==> config.mk <==
export PLATFORM = sky130hd
export DESIGN_NAME = bus_uart_device
export DESIGN_NICKNAME = d
export VERILOG_FILES = /design/src/rtl/uart_dev_pkg.sv /design/src/rtl/uart_rx_core.sv /design/src/rtl/bus_uart_device.sv
export SDC_FILE = /design/constraint.sdc
export NUM_CORES = 1
export LEC_CHECK = 0
export CAP_MARGIN = 20
export CORE_MARGIN = 1.5
export CORE_UTILIZATION = 49
export CTS_CLUSTER_SIZE = 8
export DETAILED_ROUTE_END_ITERATION = 10
export GPL_ROUTABILITY_DRIVEN = 0
export PLACE_DENSITY = 0.85
export RECOVER_POWER = 100
export SLEW_MARGIN = 10
export SYNTH_ARGS = -nofsm -noshare
export SYNTH_HDL_FRONTEND = slang
export SYNTH_HIERARCHICAL = 1
export SYNTH_SLANG_ARGS = --single-unit
==> constraint.sdc <==
create_clock -name clk -period 5.8 [get_ports clk]
set_input_delay 0.87 -clock clk [delete_from_list [all_inputs] [get_ports clk]]
set_output_delay 0.87 -clock clk [all_outputs]
set_load 0.03 [all_outputs]
==> src/rtl/uart_dev_pkg.sv <==
// Shared definitions for the memory-mapped UART device.
// Register offsets relative to BASE_ADDR, CON bit positions, and the TX/RX
// state encodings.
package uart_dev_pkg;

  localparam logic [31:0] TXD_OFF = 32'h0;
  localparam logic [31:0] RXD_OFF = 32'h4;
  localparam logic [31:0] CON_OFF = 32'h8;

  localparam int CON_TX_BUSY  = 0;
  localparam int CON_RX_VALID = 1;
  localparam int CON_TX_DONE  = 2;
  localparam int CON_RX_OVR   = 3;
  localparam int CON_RX_EN    = 4;
  localparam int CON_TX_IE    = 5;
  localparam int CON_RX_IE    = 6;

  typedef enum logic [1:0] {TX_IDLE, TX_START, TX_DATA, TX_STOP} tx_state_e;
  typedef enum logic [1:0] {RX_IDLE, RX_START, RX_DATA, RX_STOP} rx_state_e;

endpackage

==> src/rtl/uart_rx_core.sv <==
// UART receive engine: two-flop synchroniser, start/data/stop FSM.
// Ports:
//   clk, reset   system clock, async active-high reset
//   rx_en        receiver enable; low forces IDLE on the next edge
//   uart_rx      raw asynchronous serial input
//   byte_done    one-cycle pulse, the cycle before the edge that ends a good frame
//   byte_data    received byte, valid while byte_done is high
//   frame_err    one-cycle pulse when the stop bit samples low
module uart_rx_core
  import uart_dev_pkg::*;
#(
  parameter int DIV = 16
) (
  input  logic       clk,
  input  logic       reset,
  input  logic       rx_en,
  input  logic       uart_rx,
  output logic       byte_done,
  output logic [7:0] byte_data,
  output logic       frame_err
);

  localparam int CW = $clog2(DIV);
  localparam logic [CW-1:0] CNT_LAST = CW'(DIV - 1);
  localparam logic [CW-1:0] CNT_HALF = CW'(DIV / 2 - 1);

  // sync[1] is the synchronised line, sync[2] its previous value for edge detect
  logic [2:0]    sync;
  logic          rx_s, rx_prev;
  rx_state_e     state, state_n;
  logic [CW-1:0] cnt, cnt_n;
  logic [2:0]    idx, idx_n;
  logic [7:0]    sh, sh_n;

  assign rx_s      = sync[1];
  assign rx_prev   = sync[2];
  assign byte_data = sh;

  always_ff @(posedge clk or posedge reset) begin
    if (reset) begin
      sync  <= 3'b111;
      state <= RX_IDLE;
      cnt   <= '0;
      idx   <= '0;
      sh    <= '0;
    end else begin
      sync  <= {sync[1:0], uart_rx};
      state <= state_n;
      cnt   <= cnt_n;
      idx   <= idx_n;
      sh    <= sh_n;
    end
  end

  always_comb begin
    state_n   = state;
    cnt_n     = cnt + 1'b1;
    idx_n     = idx;
    sh_n      = sh;
    byte_done = 1'b0;
    frame_err = 1'b0;
    case (state)
      RX_IDLE: begin
        cnt_n = '0;
        if (rx_prev && !rx_s) state_n = RX_START;
      end
      RX_START: if (cnt == CNT_HALF) begin
        // line back high at mid-start is treated as a glitch
        cnt_n   = '0;
        idx_n   = '0;
        state_n = rx_s ? RX_IDLE : RX_DATA;
      end
      RX_DATA: if (cnt == CNT_LAST) begin
        cnt_n = '0;
        sh_n  = {rx_s, sh[7:1]};
        idx_n = idx + 3'd1;
        if (idx == 3'd7) state_n = RX_STOP;
      end
      RX_STOP: if (cnt == CNT_LAST) begin
        cnt_n     = '0;
        state_n   = RX_IDLE;
        byte_done = rx_s;
        frame_err = !rx_s;
      end
      default: state_n = RX_IDLE;
    endcase
    if (!rx_en) begin
      state_n   = RX_IDLE;
      cnt_n     = '0;
      byte_done = 1'b0;
      frame_err = 1'b0;
    end
  end

endmodule

==> src/rtl/bus_uart_device.sv <==
// Memory-mapped UART responder on the CPU peripheral bus.
// Registers: TXD @BASE_ADDR, RXD @BASE_ADDR+4, CON @BASE_ADDR+8.
// Reads are combinational (same cycle), writes commit on the next edge.
// Optional macro UART_IRQ_EN adds a registered irq output.
// Ports:
//   clk, reset            system clock, async active-high reset
//   dev_read, dev_write   one-cycle bus strobes
//   bus_addr, bus_wdata   bus address / write data
//   bus_rdata             read data, 0 when dev_read is low
//   uart_rx, uart_tx      serial lines (tx idles high)
//   irq                   (UART_IRQ_EN only) interrupt request
module bus_uart_device
  import uart_dev_pkg::*;
#(
  parameter int          CLK_HZ    = 100000000,
  parameter int          BAUD      = 9600,
  parameter logic [31:0] BASE_ADDR = 32'h4000_0018
) (
  input  logic        clk,
  input  logic        reset,
  input  logic        dev_read,
  input  logic        dev_write,
  input  logic [31:0] bus_addr,
  input  logic [31:0] bus_wdata,
  output logic [31:0] bus_rdata,
  input  logic        uart_rx,
  output logic        uart_tx
`ifdef UART_IRQ_EN
  ,
  output logic        irq
`endif
);

  localparam int DIV = CLK_HZ / BAUD;
  localparam int CW  = $clog2(DIV);
  localparam logic [CW-1:0] CNT_LAST = CW'(DIV - 1);

  if (DIV < 4) begin : g_div_err
    $error("bus_uart_device: CLK_HZ/BAUD must be at least 4");
  end

  logic       sel_txd, sel_rxd, sel_con, wr_con, rd_rxd;
  logic [7:0] txd, rxd;
  logic       tx_done, rx_ovr, rx_valid, rx_en, tx_ie, rx_ie;
  logic       tx_busy, tx_start, tx_fin;
  logic       rx_byte_done, rx_frame_err;
  logic [7:0] rx_byte;
  logic [31:0] con_rd;

  assign sel_txd = bus_addr == BASE_ADDR + TXD_OFF;
  assign sel_rxd = bus_addr == BASE_ADDR + RXD_OFF;
  assign sel_con = bus_addr == BASE_ADDR + CON_OFF;
  assign wr_con  = dev_write && sel_con;
  assign rd_rxd  = dev_read && sel_rxd;

  // ---------------- TX FSM ----------------
  tx_state_e     tx_state, tx_state_n;
  logic [CW-1:0] tx_cnt, tx_cnt_n;
  logic [2:0]    tx_idx, tx_idx_n;

  assign tx_busy  = tx_state != TX_IDLE;
  assign tx_start = dev_write && sel_txd && !tx_busy;

  always_ff @(posedge clk or posedge reset) begin
    if (reset) begin
      tx_state <= TX_IDLE;
      tx_cnt   <= '0;
      tx_idx   <= '0;
    end else begin
      tx_state <= tx_state_n;
      tx_cnt   <= tx_cnt_n;
      tx_idx   <= tx_idx_n;
    end
  end

  always_comb begin
    tx_state_n = tx_state;
    tx_cnt_n   = tx_cnt + 1'b1;
    tx_idx_n   = tx_idx;
    tx_fin     = 1'b0;
    case (tx_state)
      TX_IDLE: begin
        tx_cnt_n = '0;
        tx_idx_n = '0;
        if (tx_start) tx_state_n = TX_START;
      end
      TX_START: if (tx_cnt == CNT_LAST) begin
        tx_cnt_n   = '0;
        tx_state_n = TX_DATA;
      end
      TX_DATA: if (tx_cnt == CNT_LAST) begin
        tx_cnt_n = '0;
        tx_idx_n = tx_idx + 3'd1;
        if (tx_idx == 3'd7) tx_state_n = TX_STOP;
      end
      TX_STOP: if (tx_cnt == CNT_LAST) begin
        tx_cnt_n   = '0;
        tx_state_n = TX_IDLE;
        tx_fin     = 1'b1;
      end
      default: tx_state_n = TX_IDLE;
    endcase
  end

  // TXD is frozen while busy, so the frame is shifted straight out of it.
  // Decoded from state flops only, so reset forces the line high at once.
  assign uart_tx = (tx_state == TX_START) ? 1'b0 :
                   (tx_state == TX_DATA)  ? txd[tx_idx] : 1'b1;

  // ---------------- RX ----------------
  uart_rx_core #(.DIV(DIV)) u_rx (
    .clk       (clk),
    .reset     (reset),
    .rx_en     (rx_en),
    .uart_rx   (uart_rx),
    .byte_done (rx_byte_done),
    .byte_data (rx_byte),
    .frame_err (rx_frame_err)
  );

  // ---------------- register file ----------------
  always_ff @(posedge clk or posedge reset) begin
    if (reset) begin
      txd      <= '0;
      rxd      <= '0;
      tx_done  <= 1'b0;
      rx_ovr   <= 1'b0;
      rx_valid <= 1'b0;
      rx_en    <= 1'b0;
      tx_ie    <= 1'b0;
      rx_ie    <= 1'b0;
    end else begin
      if (tx_start) txd <= bus_wdata[7:0];
      if (wr_con) begin
        rx_en <= bus_wdata[CON_RX_EN];
        tx_ie <= bus_wdata[CON_TX_IE];
        rx_ie <= bus_wdata[CON_RX_IE];
        if (bus_wdata[CON_TX_DONE]) tx_done <= 1'b0;
        if (bus_wdata[CON_RX_OVR])  rx_ovr  <= 1'b0;
      end
      // hardware sets come after the W1C clears so they win on a collision
      if (tx_fin) tx_done <= 1'b1;
      if (rd_rxd) rx_valid <= 1'b0;
      if (rx_byte_done) begin
        if (!rx_valid || rd_rxd) begin
          rxd      <= rx_byte;
          rx_valid <= 1'b1;
        end else begin
          rx_ovr <= 1'b1;
        end
      end
    end
  end

  always_comb begin
    con_rd               = '0;
    con_rd[CON_TX_BUSY]  = tx_busy;
    con_rd[CON_RX_VALID] = rx_valid;
    con_rd[CON_TX_DONE]  = tx_done;
    con_rd[CON_RX_OVR]   = rx_ovr;
    con_rd[CON_RX_EN]    = rx_en;
    con_rd[CON_TX_IE]    = tx_ie;
    con_rd[CON_RX_IE]    = rx_ie;
  end

  always_comb begin
    bus_rdata = '0;
    if (dev_read) begin
      if (sel_txd)      bus_rdata = {24'b0, txd};
      else if (sel_rxd) bus_rdata = {24'b0, rxd};
      else if (sel_con) bus_rdata = con_rd;
    end
  end

`ifdef UART_IRQ_EN
  always_ff @(posedge clk or posedge reset) begin
    if (reset) irq <= 1'b0;
    else       irq <= (tx_done & tx_ie) | (rx_valid & rx_ie);
  end
`endif

  // framing errors just drop the byte; nothing architectural records them
  logic unused_ok;
  assign unused_ok = ^{bus_wdata[31:8], rx_frame_err};

endmodule
# Word level (Yosys, flattened, before mapping)
# Cells that the tools add are included.
[op_classes] reduce_logical=25 n_addsub=4 eq_ne=26 mux=48 n_lt_le_gt_ge=1
[op_table] cell="== test 32 x 31 -> 1 bit, second input constant" n=3
[op_table] cell="two-way mux 14 bit" n=4
[op_table] cell="one-hot mux 14 bit (3 select lines)" n=1
[op_table] cell="adder 14 x 1 -> 14 bit, second input constant" n=2
[op_table] cell="== test 14 bit, second input constant" n=2
[op_table] cell="one-hot mux 14 bit (2 select lines)" n=1
[op_table] cell="two-way mux 2 bit" n=12
[op_table] cell="two-way mux 8 bit" n=3
[op_table] cell="two-way mux 1 bit" n=18
[op_table] cell="one-hot mux 2 bit (4 select lines)" n=2
[op_table] cell="inequality test 3 x 2 -> 1 bit, second input constant" n=5
[op_table] cell="== test 14 x 13 -> 1 bit, second input constant" n=1
[op_table] cell="one-hot mux 3 bit (2 select lines)" n=2
[op_table] cell="inequality test 2 bit, second input constant" n=5
[op_table] cell="AND reduction 5 bit" n=2
[op_table] cell="nonzero test 2 bit" n=5
[op_table] cell="two-way mux 3 bit" n=3
[op_table] cell="== test 2 bit, second input constant" n=4
[op_table] cell="AND reduction 2 bit" n=4
[op_table] cell="two-way mux 7 bit" n=1
[op_table] cell="adder 3 x 1 -> 3 bit, second input constant" n=2
[op_table] cell="== test 3 bit, second input constant" n=2
[op_table] cell="logical AND 1 bit" n=5
[op_table] cell="== test 2 x 1 -> 1 bit, second input constant" n=2
[op_table] cell="other kinds (9)" n=13
[totals] regBits=71 output_inout_bits=33 input_bits=69 wordCells=120

# Depth between registers and ports, before layout
# Gate-level depths: netlist of the first run.
[depth] ltp_word=5 mapped_depth=7 depth_no_buf=6

# Hierarchy
# The synthesis of the first run kept the hierarchy.
[modules_own_cells] mod="bus_uart_device" area_each_um2=2459.9 n_inst=1 seq_area_each_um2=1026.0 cells_each=232
[modules_own_cells] mod="uart_rx_core" area_each_um2=1503.9 n_inst=1 seq_area_each_um2=754.5 cells_each=131

# Least setup slack after synthesis of the first run
# Ideal clock, no wire load.
[synth_path] path_kind="input to output" startpoint="input bus_addr[10]" endpoint="output bus_rdata[0]" slack_ps=2391 arrival_time_ps=2539 t_required_ps=4930 path_stages=5 path_buffers=0 cell_sequence="nor4_1 nand3_1 nor2_1 nand2_1 a221oi_1"
[synth_between] elab_chain_len=5 word_cells_on_any_way=7 classes_between="eq/ne: 3; mux: 4"
[synth_lines] element="from (decl)" line_no="bus_uart_device.sv:23" rtl="input logic [31:0] bus_addr,"
[synth_lines] element="== test 32 x 31 -> 1 bit" line_no="bus_uart_device.sv:52" rtl="assign sel_con = bus_addr == BASE_ADDR + CON_OFF;"
[synth_lines] element="two-way mux 7 bit" line_no="bus_uart_device.sv:171" rtl="else if (sel_con) bus_rdata = con_rd;"
[synth_lines] element="two-way mux 8 bit" line_no="bus_uart_device.sv:170" rtl="else if (sel_rxd) bus_rdata = {24'b0, rxd};"
[synth_lines] element="two-way mux 8 bit *" line_no="bus_uart_device.sv:169" rtl="if (sel_txd) bus_rdata = {24'b0, txd};"
[synth_lines] element="two-way mux 8 bit *" line_no="bus_uart_device.sv:168" rtl="if (dev_read) begin"
[synth_lines] element="to (decl)" line_no="bus_uart_device.sv:25" rtl="output logic [31:0] bus_rdata,"
# Mark *: on every way between the ends. The rest lies on a longest branch, timed or not.

# Final worst setup path of the first run
[layout_path] startpoint="input bus_addr[10]" endpoint="output bus_rdata[6]"
# The elaborated chain is that of the path after synthesis.

==> flow_metrics.tcl, run 1 <==
set metrics [dict create \
    status "complete, but fails checks" \
    failed_checks "max-capacitance violations, max-slew violations" \
    ctsResizeCount 0 \
    grt_max_degree 42 \
    rows 32 \
    fmax_mhz 213 \
    die_x_um 92.9 \
    viasPerCell 5.61 \
    drc 0 \
    cts_tree "done" \
    busiest_layer "met2" \
    cp-end-kind "output pin" \
    cts-root-buf "clkbuf_8" \
    place_ws_ns 1.39 \
    final_common_cell "dfrtp_1" \
    fin_ws_ns 1.12 \
    cts.sinks 71 \
    grt_util_met2_pct 33.5 \
    rsz0062_at_grt "no" \
    hold_viol 0 \
    finalClockSkew_ns 0.00682 \
    cts_buffers 9 \
    yosys_warnings 6 \
    min_from "u_rx/sync[0]$_DFF_PP1_" \
    finalSetupViolations 0 \
    drv_slew 42 \
    relSlewSlack_pct -42.2 \
    design.die.area_um2 8620 \
    initial_core_util_pct 51.0 \
    track_usage_pct 20.0 \
    tns_ns 0 \
    ff2ff_setup_slack_ns 3.13 \
    firstDrtPassIters 4 \
    dp.final_hpwl_um 6060 \
    timing.critical_path.to "bus_rdata[6]" \
    syn_to_final_growth_pct 17.8 \
    core_area_um2 7770 \
    worstSkewPairLatency_ns 0.34 \
    htree_levels 3 \
    cts_hold_buf 0 \
    max-clock-path-buffers 2 \
    ant_nets 0 \
    clk_pin_slew_ns 0.07 \
    cp.required_ns 4.93 \
    crit_start "bus_addr[10]" \
    num-nets-final 500 \
    syn_inst 362 \
    rr_endpoint "u_rx/state[0]$_DFFE_PP0P_" \
    met1_usage_pct 24.1 \
    grt_use_met3_pct 5.25 \
    routed_wl_um 8330 \
    cpPeakStageDelay_ns 0.80 \
    vias 2950 \
    dp.cells 510 \
    critPathSlowestCell "dlygate4sd3_1" \
    crit_path_max_fanout 8 \
    syn_area_um2 3960 \
    start_kind "input port" \
    path_cells "dlygate4sd3_1 > nor4_1 > nand3_1 > nor2_1 > nand2_1 > a221oi_1 > dlygate4sd3_1" \
    post_cts_buffers 0 \
    die_h_um 92.9 \
    avgSynthCellArea_um2 10.9 \
    final_cells 526 \
    leakagePower_uw 0.00203 \
    fin_crit_sh_pct 80.8 \
    grt_pass1_vias 2983 \
    gr-total-overflow 0 \
    final_layout_size_suffix_gt1_share_pct 12.3 \
    finish.utilization_pct 60.0 \
    pin_count 102 \
    powerDensity_nw_per_um2 218 \
    fin_crit_ns 4.68 \
    path_class "input port to output pin" \
    arrival_ns 3.81 \
    cp_common_cell "dlygate4sd3_1" \
    antenna_found_initial 0 \
    io_buffers 53 \
    routedWlPerCell_um 15.8 \
    drv_cap 1 \
    r2r_cells 5 \
    num_antenna_cells 0 \
    drtIter0Drc 220 \
    r2r_start "u_rx/cnt[0]$_DFF_PP0_" \
    hp-class "flop to flop" \
    ir_drop_mv 0.189 \
    fill_cells 617 \
    grt_pass1_wl_um 13500 \
    tightest_slew_ns 2.13 \
    final_cell_mix "68 x dfrtp_1, 41 x clkdlybuf4s50_1, 24 x conb_1" \
]
[metrics by stage]
stage	area (um2)	hold slack [ns]	total power, uW
6_report	4660	0.364	1020
5_1_grt	4660	0.368	1050
4_1_cts	4720	0.362	1030
3_5_place_dp	4490	0.351	578
3_3_place_gp	4490	0.347	577
2_1_floorplan	4040	0.345	553
[sequential cells by signal, indices dropped and copies added (netlist names), 3 cells and up]
name / cells
tx_cnt: 14
u_rx/cnt: 14
rxd: 8
txd: 8
u_rx/byte_data: 8
tx_idx: 3
u_rx/idx: 3
u_rx/sync: 3
[worst max-delay path: cells and delay by family]
kind,cells,cell delay [ns]
buf+inv,2,1.34
compound gates,1,0.40
simple gates,4,1.20
[worst min-delay path by stage]
stage	depth (start not counted)	endpoint	slack (ns)
floorplan	0	u_rx/sync[1]$_DFF_PP1_	0.35
global placement	0	u_rx/sync[1]$_DFF_PP1_	0.35
detailed placement	0	u_rx/sync[1]$_DFF_PP1_	0.35
CTS	0	u_rx/sync[1]$_DFF_PP1_	0.36
global route	0	u_rx/sync[1]$_DFF_PP1_	0.37
finish	0	u_rx/sync[1]$_DFF_PP1_	0.36
[cell type report]
cell class	instances	area (um2)	area share, %
multi-input cells	264	1910	41.1
flip-flops and latches	71	1780	38.2
clock inverters	4	76.3	1.64
repair buffers	55	542	11.6
clock buffers	12	155	3.33
well taps	102	128	2.74
inverters	18	67.6	1.45
[report_power, final]
group | internal [uW] | total, uW | switching (uW) | leakage, uW
Combinational | 29.1 | 70.4 | 41.3 | 0.000934
Clock | 267 | 451 | 184 | 0.000113
Sequential | 497 | 497 | 0.582 | 0.000982
Total | 793 | 1020 | 226 | 0.00203
[metal layers]
layer  wire (um)  vias to the layer above
li1            -                     1382
met1        3550                     1449
met2        4270                      111
met3         427                        8
met4          76                        0
met5           0                        -
No activity file was read; power rests on OpenSTA's default activity.
==> run 2, diff against run 1 <==
CORE_UTILIZATION = 45   (was 49)
PLACE_DENSITY = 0.82   (was 0.85)
clock period = 4.14 ns   (was 5.8 ns; I/O delays follow)
==> run 2 against run 1 <==
Against the previous run:
- the flow now finishes without violations
- flip-flop and latch count is the same
- critical path type unchanged
- final area up 0.11%
- global-route usage fell by 1.5 points
- total power increased by 34%
- combinational power is 42% higher
- largest power group unchanged
- clock-buffer cell count shrank 2
- highest routed layer unchanged
==> flow_metrics.tcl, run 2 (synthesized netlist as in run 1, its figures left out) <==
set metrics [dict create \
    pin_count 102 \
    post_cts_buffers 0 \
    syn_to_final_growth_pct 18.0 \
    dp.cells 520 \
    crit_path_max_fanout 8 \
    powerDensity_nw_per_um2 291 \
    final_cell_mix "68 x dfrtp_1, 45 x clkdlybuf4s50_1, 24 x conb_1" \
    wl_met3_um 497 \
    path_class "input port to output pin" \
    cts.sinks 71 \
    seqPwrFrac_pct 51.2 \
    viasPerCell 5.55 \
    cts_tree "done" \
    path_cells "dlygate4sd3_1 > nor4b_1 > nand4_1 > nor2_1 > nand2_1 > a221oi_1 > clkdlybuf4s50_1" \
    die_x_um 96.8 \
    antenna_found_initial 0 \
    initial_core_util_pct 45.8 \
    vias 2987 \
    ctsResizeCount 0 \
    power.share.clock_pct 41.5 \
    cts_buffers 9 \
    dp.final_hpwl_um 5920 \
    rows 34 \
    reg_top3 "tx_cnt: 14 flops, u_rx/cnt: 14 flops" \
    dpl_cell_area_um2 4530 \
    fin_crit_sh_pct 92.4 \
    final_cell_area_um2 4670 \
    status "completed" \
    arrival_ns 3.20 \
    clk_pin_slew_ns 0.08 \
    worstSkewPairLatency_ns 0.35 \
    finish.utilization_pct 54.1 \
    max-clock-path-buffers 2 \
    grt_pass1_vias 3077 \
    cts_hold_buf 0 \
    p_switching_uw 326 \
    hp-class "flop to flop" \
    die_h_um 96.8 \
    finalClockSkew_ns 0.00650 \
    leakagePower_uw 0.00200 \
    io_buffers 53 \
    path_delay_family "buffers and inverters" \
    cp.required_ns 3.52 \
    routed.top_layer "met4" \
    fmax_mhz 262 \
    rsz0062_at_grt "no" \
    drc 0 \
    cpPeakStageDelay_ns 0.74 \
    swShare_pct 24.0 \
    final_common_cell "dfrtp_1" \
    gr-total-overflow 0 \
    start_kind "input port" \
    htree_levels 3 \
    core_area_um2 8640 \
    drv_slew 0 \
    met2_wirelength_um 4080 \
    num_antenna_cells 0 \
    tightest_slew_ns 1.26 \
    critPathSlowestCell "clkdlybuf4s50_1" \
    track_usage_pct 18.5 \
    hold_viol 0 \
    grt_max_degree 28 \
    met1_length_um 3440 \
    firstDrtPassIters 4 \
    drv_cap 0 \
    fin_crit_ns 3.82 \
    routed_wl_um 8200 \
    drtIter0Drc 97 \
    cp-end-kind "output pin" \
    routedWlPerCell_um 15.2 \
    final_layout_size_suffix_gt1_share_pct 12.6 \
    finalSetupViolations 0 \
    tns_ns 0 \
    cts-root-buf "clkbuf_8" \
    p_int_uw 1030 \
    grt_pass1_wl_um 14000 \
    design.die.area_um2 9370 \
    ant_nets 0 \
    fill_cells 772 \
    power_frac_comb_pct 7.3 \
    critPathBufInv 2 \
    num-nets-final 506 \
    final_cells 538 \
    ir_drop_mv 0.230 \
    relSlewSlack_pct 15.9 \
]
==> run 2: final timing paths <==
path | from | end | slack (ns) | cells past startpoint
setup / recovery | bus_addr[24] | bus_rdata[3] | 0.32 | 7
hold / removal | u_rx/sync[0]$_DFF_PP1_ | u_rx/sync[1]$_DFF_PP1_ | 0.37 | 0
setup reg to reg | u_rx/cnt[0]$_DFF_PP0_ | u_rx/state[0]$_DFFE_PP0P_ | 1.55 | 5
hold reg to reg | u_rx/sync[0]$_DFF_PP1_ | u_rx/sync[1]$_DFF_PP1_ | 0.37 | 0
max in group asynchronous | reset | txd[7]$_DFFE_PP0P_ | 1.56 | 4
min in group asynchronous | reset | u_rx/cnt[4]$_DFF_PP0_ | 0.64 | 2
==> run 2: layout make-up <==
cell class | count | area (um2) | share of cell area (%)
clock inverters | 6 | 70.1 | 1.50
clock buffers | 10 | 138 | 2.95
repair buffers | 61 | 572 | 12.2
flip-flops and latches | 71 | 1780 | 38.1
inverters | 18 | 67.6 | 1.45
well taps | 108 | 135 | 2.89
multi-input cells | 264 | 1910 | 40.8
==> run 2: metrics by stage <==
stage	hold slack [ns]	power, uW	setup slack (ns)
2_1_floorplan	0.345	775	1.23
3_3_place_gp	0.347	810	0.498
3_5_place_dp	0.350	811	0.461
4_1_cts	0.362	1380	0.468
5_1_grt	0.369	1420	0.114
6_report	0.366	1360	0.316
==> run 2: routing by layer <==
layer / track usage [%] / vias to the layer above
li1: - / 1395
met1: 22.6 / 1467
met2: 29.9 / 103
met3: 6.65 / 22
met4: 7.25 / 0
met5: 0 / -
==> run 2: worst reg2reg max path, stage by stage, from the launching register on <==
cell,delay (ns)
dfrtp_1,0.43
ha_1,0.26
nor4bb_1,0.31
nand4_1,0.22
a22oi_1,0.99
mux2i_1,0.30
==> run 2: power by group through the flow <==
stage / clock network [uW] / logic [uW] / registers [uW]
floorplan: 0 / 65.0 / 710
global placement: 0 / 100 / 710
detailed placement: 0 / 101 / 710
CTS: 581 / 102 / 697
global route: 612 / 108 / 696
finish: 565 / 99.7 / 696
==> run 3, diff against run 2 <==
CELL_PAD_IN_SITES_DETAIL_PLACEMENT = 1   (was not set)
CELL_PAD_IN_SITES_GLOBAL_PLACEMENT = 2   (was not set)
CORE_UTILIZATION = 28   (was 45)
==> run 3 against run 2 <==
Against the previous run:
- the flow now finishes with violations (max-capacitance violations, max-slew violations)
- maximum frequency rose by 0.49%
- register-to-register slack got worse by 0.37 ns
- flip-flop and latch count did not move
- clock skew barely moved
- largest power group unchanged
==> flow_metrics.tcl, run 3 (synthesized netlist as in run 1, its figures left out) <==
set metrics [dict create \
    post_cts_buffers 0 \
    final_layout_size_suffix_gt1_share_pct 11.5 \
    final_cells 606 \
    initial_core_util_pct 28.6 \
    r2r_start "u_rx/cnt[0]$_DFF_PP0_" \
    cpPeakStageDelay_ns 0.80 \
    path_delay_family "buffers and inverters" \
    hold_viol 0 \
    cts-root-buf "clkbuf_16" \
    holdWs_ns 0.361 \
    antenna_found_initial 0 \
    viasPerCell 4.85 \
    status "complete, but fails checks" \
    relSlewSlack_pct -43.5 \
    final_cell_area_um2 4790 \
    die_h_um 122 \
    htree_levels 3 \
    worstSkewPairLatency_ns 0.32 \
    cts_tree "done" \
    vias 2940 \
    final_common_cell "dfrtp_1" \
    path_cells "clkdlybuf4s50_1 > nor4_2 > nand4_1 > nor2_1 > nand2_1 > a221oi_1 > dlygate4sd3_1" \
    ir_drop_mv 0.185 \
    drtIter0Drc 102 \
    firstDrtPassIters 4 \
    cp.required_ns 3.52 \
    max-clock-path-buffers 2 \
    die_x_um 122 \
    cp-end-kind "output pin" \
    critPathBufInv 2 \
    cts.sinks 71 \
    report.power.total_uw 1460 \
    fmax_mhz 263 \
    fin_crit_sh_pct 91.9 \
    fill_cells 1553 \
    drv_cap 1 \
    reg_top3 "tx_cnt: 14 flops, u_rx/cnt: 14 flops" \
    grt_max_degree 42 \
    syn_to_final_growth_pct 21.0 \
    arrival_ns 3.18 \
    tightest_slew_ns 2.15 \
    design.die.area_um2 14900 \
    ant_nets 0 \
    start_kind "input port" \
    drv_slew 42 \
    fin_crit_ns 3.81 \
    dp.cells 592 \
    rsz0062_at_grt "no" \
    core_area_um2 13800 \
    drc 0 \
    failed_checks "max-capacitance violations, max-slew violations" \
    final_cell_mix "68 x dfrtp_1, 42 x clkdlybuf4s50_1, 24 x conb_1" \
    routedWlPerCell_um 15.5 \
    pin_count 102 \
    ctsResizeCount 0 \
    track_usage_pct 13.3 \
    leakagePower_uw 0.00203 \
    crit_path_max_fanout 8 \
    dpl_cell_area_um2 4640 \
    critPathSlowestCell "dlygate4sd3_1" \
    finalClockSkew_ns 0.00637 \
    cts_hold_buf 0 \
    tns_ns 0 \
    cts_buffers 9 \
    clk_pin_slew_ns 0.05 \
    dp.final_hpwl_um 6900 \
    hp-class "flop to flop" \
    min_from "u_rx/sync[0]$_DFF_PP1_" \
    num-nets-final 504 \
    powerDensity_nw_per_um2 305 \
    path_class "input port to output pin" \
    io_buffers 53 \
    routed_wl_um 9400 \
    crit_start "bus_addr[18]" \
    finalSetupViolations 0 \
    grt_pass1_vias 3057 \
    rows 43 \
    grt_pass1_wl_um 15500 \
    num_antenna_cells 0 \
    gr-total-overflow 0 \
]
run 3: cell count changes in the layout (fill, tap and decap cells not counted), sizes merged:
cell | before | now
dlygate4sd3 | 8 | 11
clkdlybuf4s50 | 45 | 42
clkinv | 5 | 2
bufinv | 1 | 0
buf | 3 | 2
clkbuf | 15 | 16
run 3: layout make-up:
type	instances	area (um2)	area share, %
inverters	18	67.6	1.41
clock inverters	2	10.0	0.209
flip-flops and latches	71	1780	37.2
well taps	180	225	4.70
multi-input cells	264	1910	39.8
clock buffers	12	236	4.94
repair buffers	59	561	11.7
run 3: worst paths after layout:
kind	to	slack, ns	cells past startpoint
max	bus_rdata[5]	0.33	7
max in group asynchronous	txd[7]$_DFFE_PP0P_	1.36	3
min in group asynchronous	u_rx/cnt[9]$_DFF_PP0_	0.79	2
max reg2reg	rxd[7]$_DFFE_PP0P_	1.18	6
min reg2reg	u_rx/sync[1]$_DFF_PP1_	0.36	0
min	u_rx/sync[1]$_DFF_PP1_	0.36	0
run 3: metal layers:
layer	global-route usage [%]	routed length (um)	part of all wire [%]	up-vias
li1	-	-	-	1386
met1	16.3	4170	44	1468
met2	23.2	4650	49	75
met3	3.65	483	5.1	11
met4	3.01	89	0.95	0
met5	0	0	0	-
run 3: report_power, final:
part           switching [uW]  total (uW)  internal [uW]
clock                     263         659            397
combinational            59.1         101           41.7
sequential              0.947         698            697
total                     323        1460           1140
run 3: stage by stage:
step	utilization [%]	setup WS, ns
2_1_floorplan	-	1.23
3_5_place_dp	33.5	0.366
6_report	34.6	0.335
4_1_cts	35.3	0.304
5_1_grt	34.6	0.109
3_3_place_gp	33.3	0.437
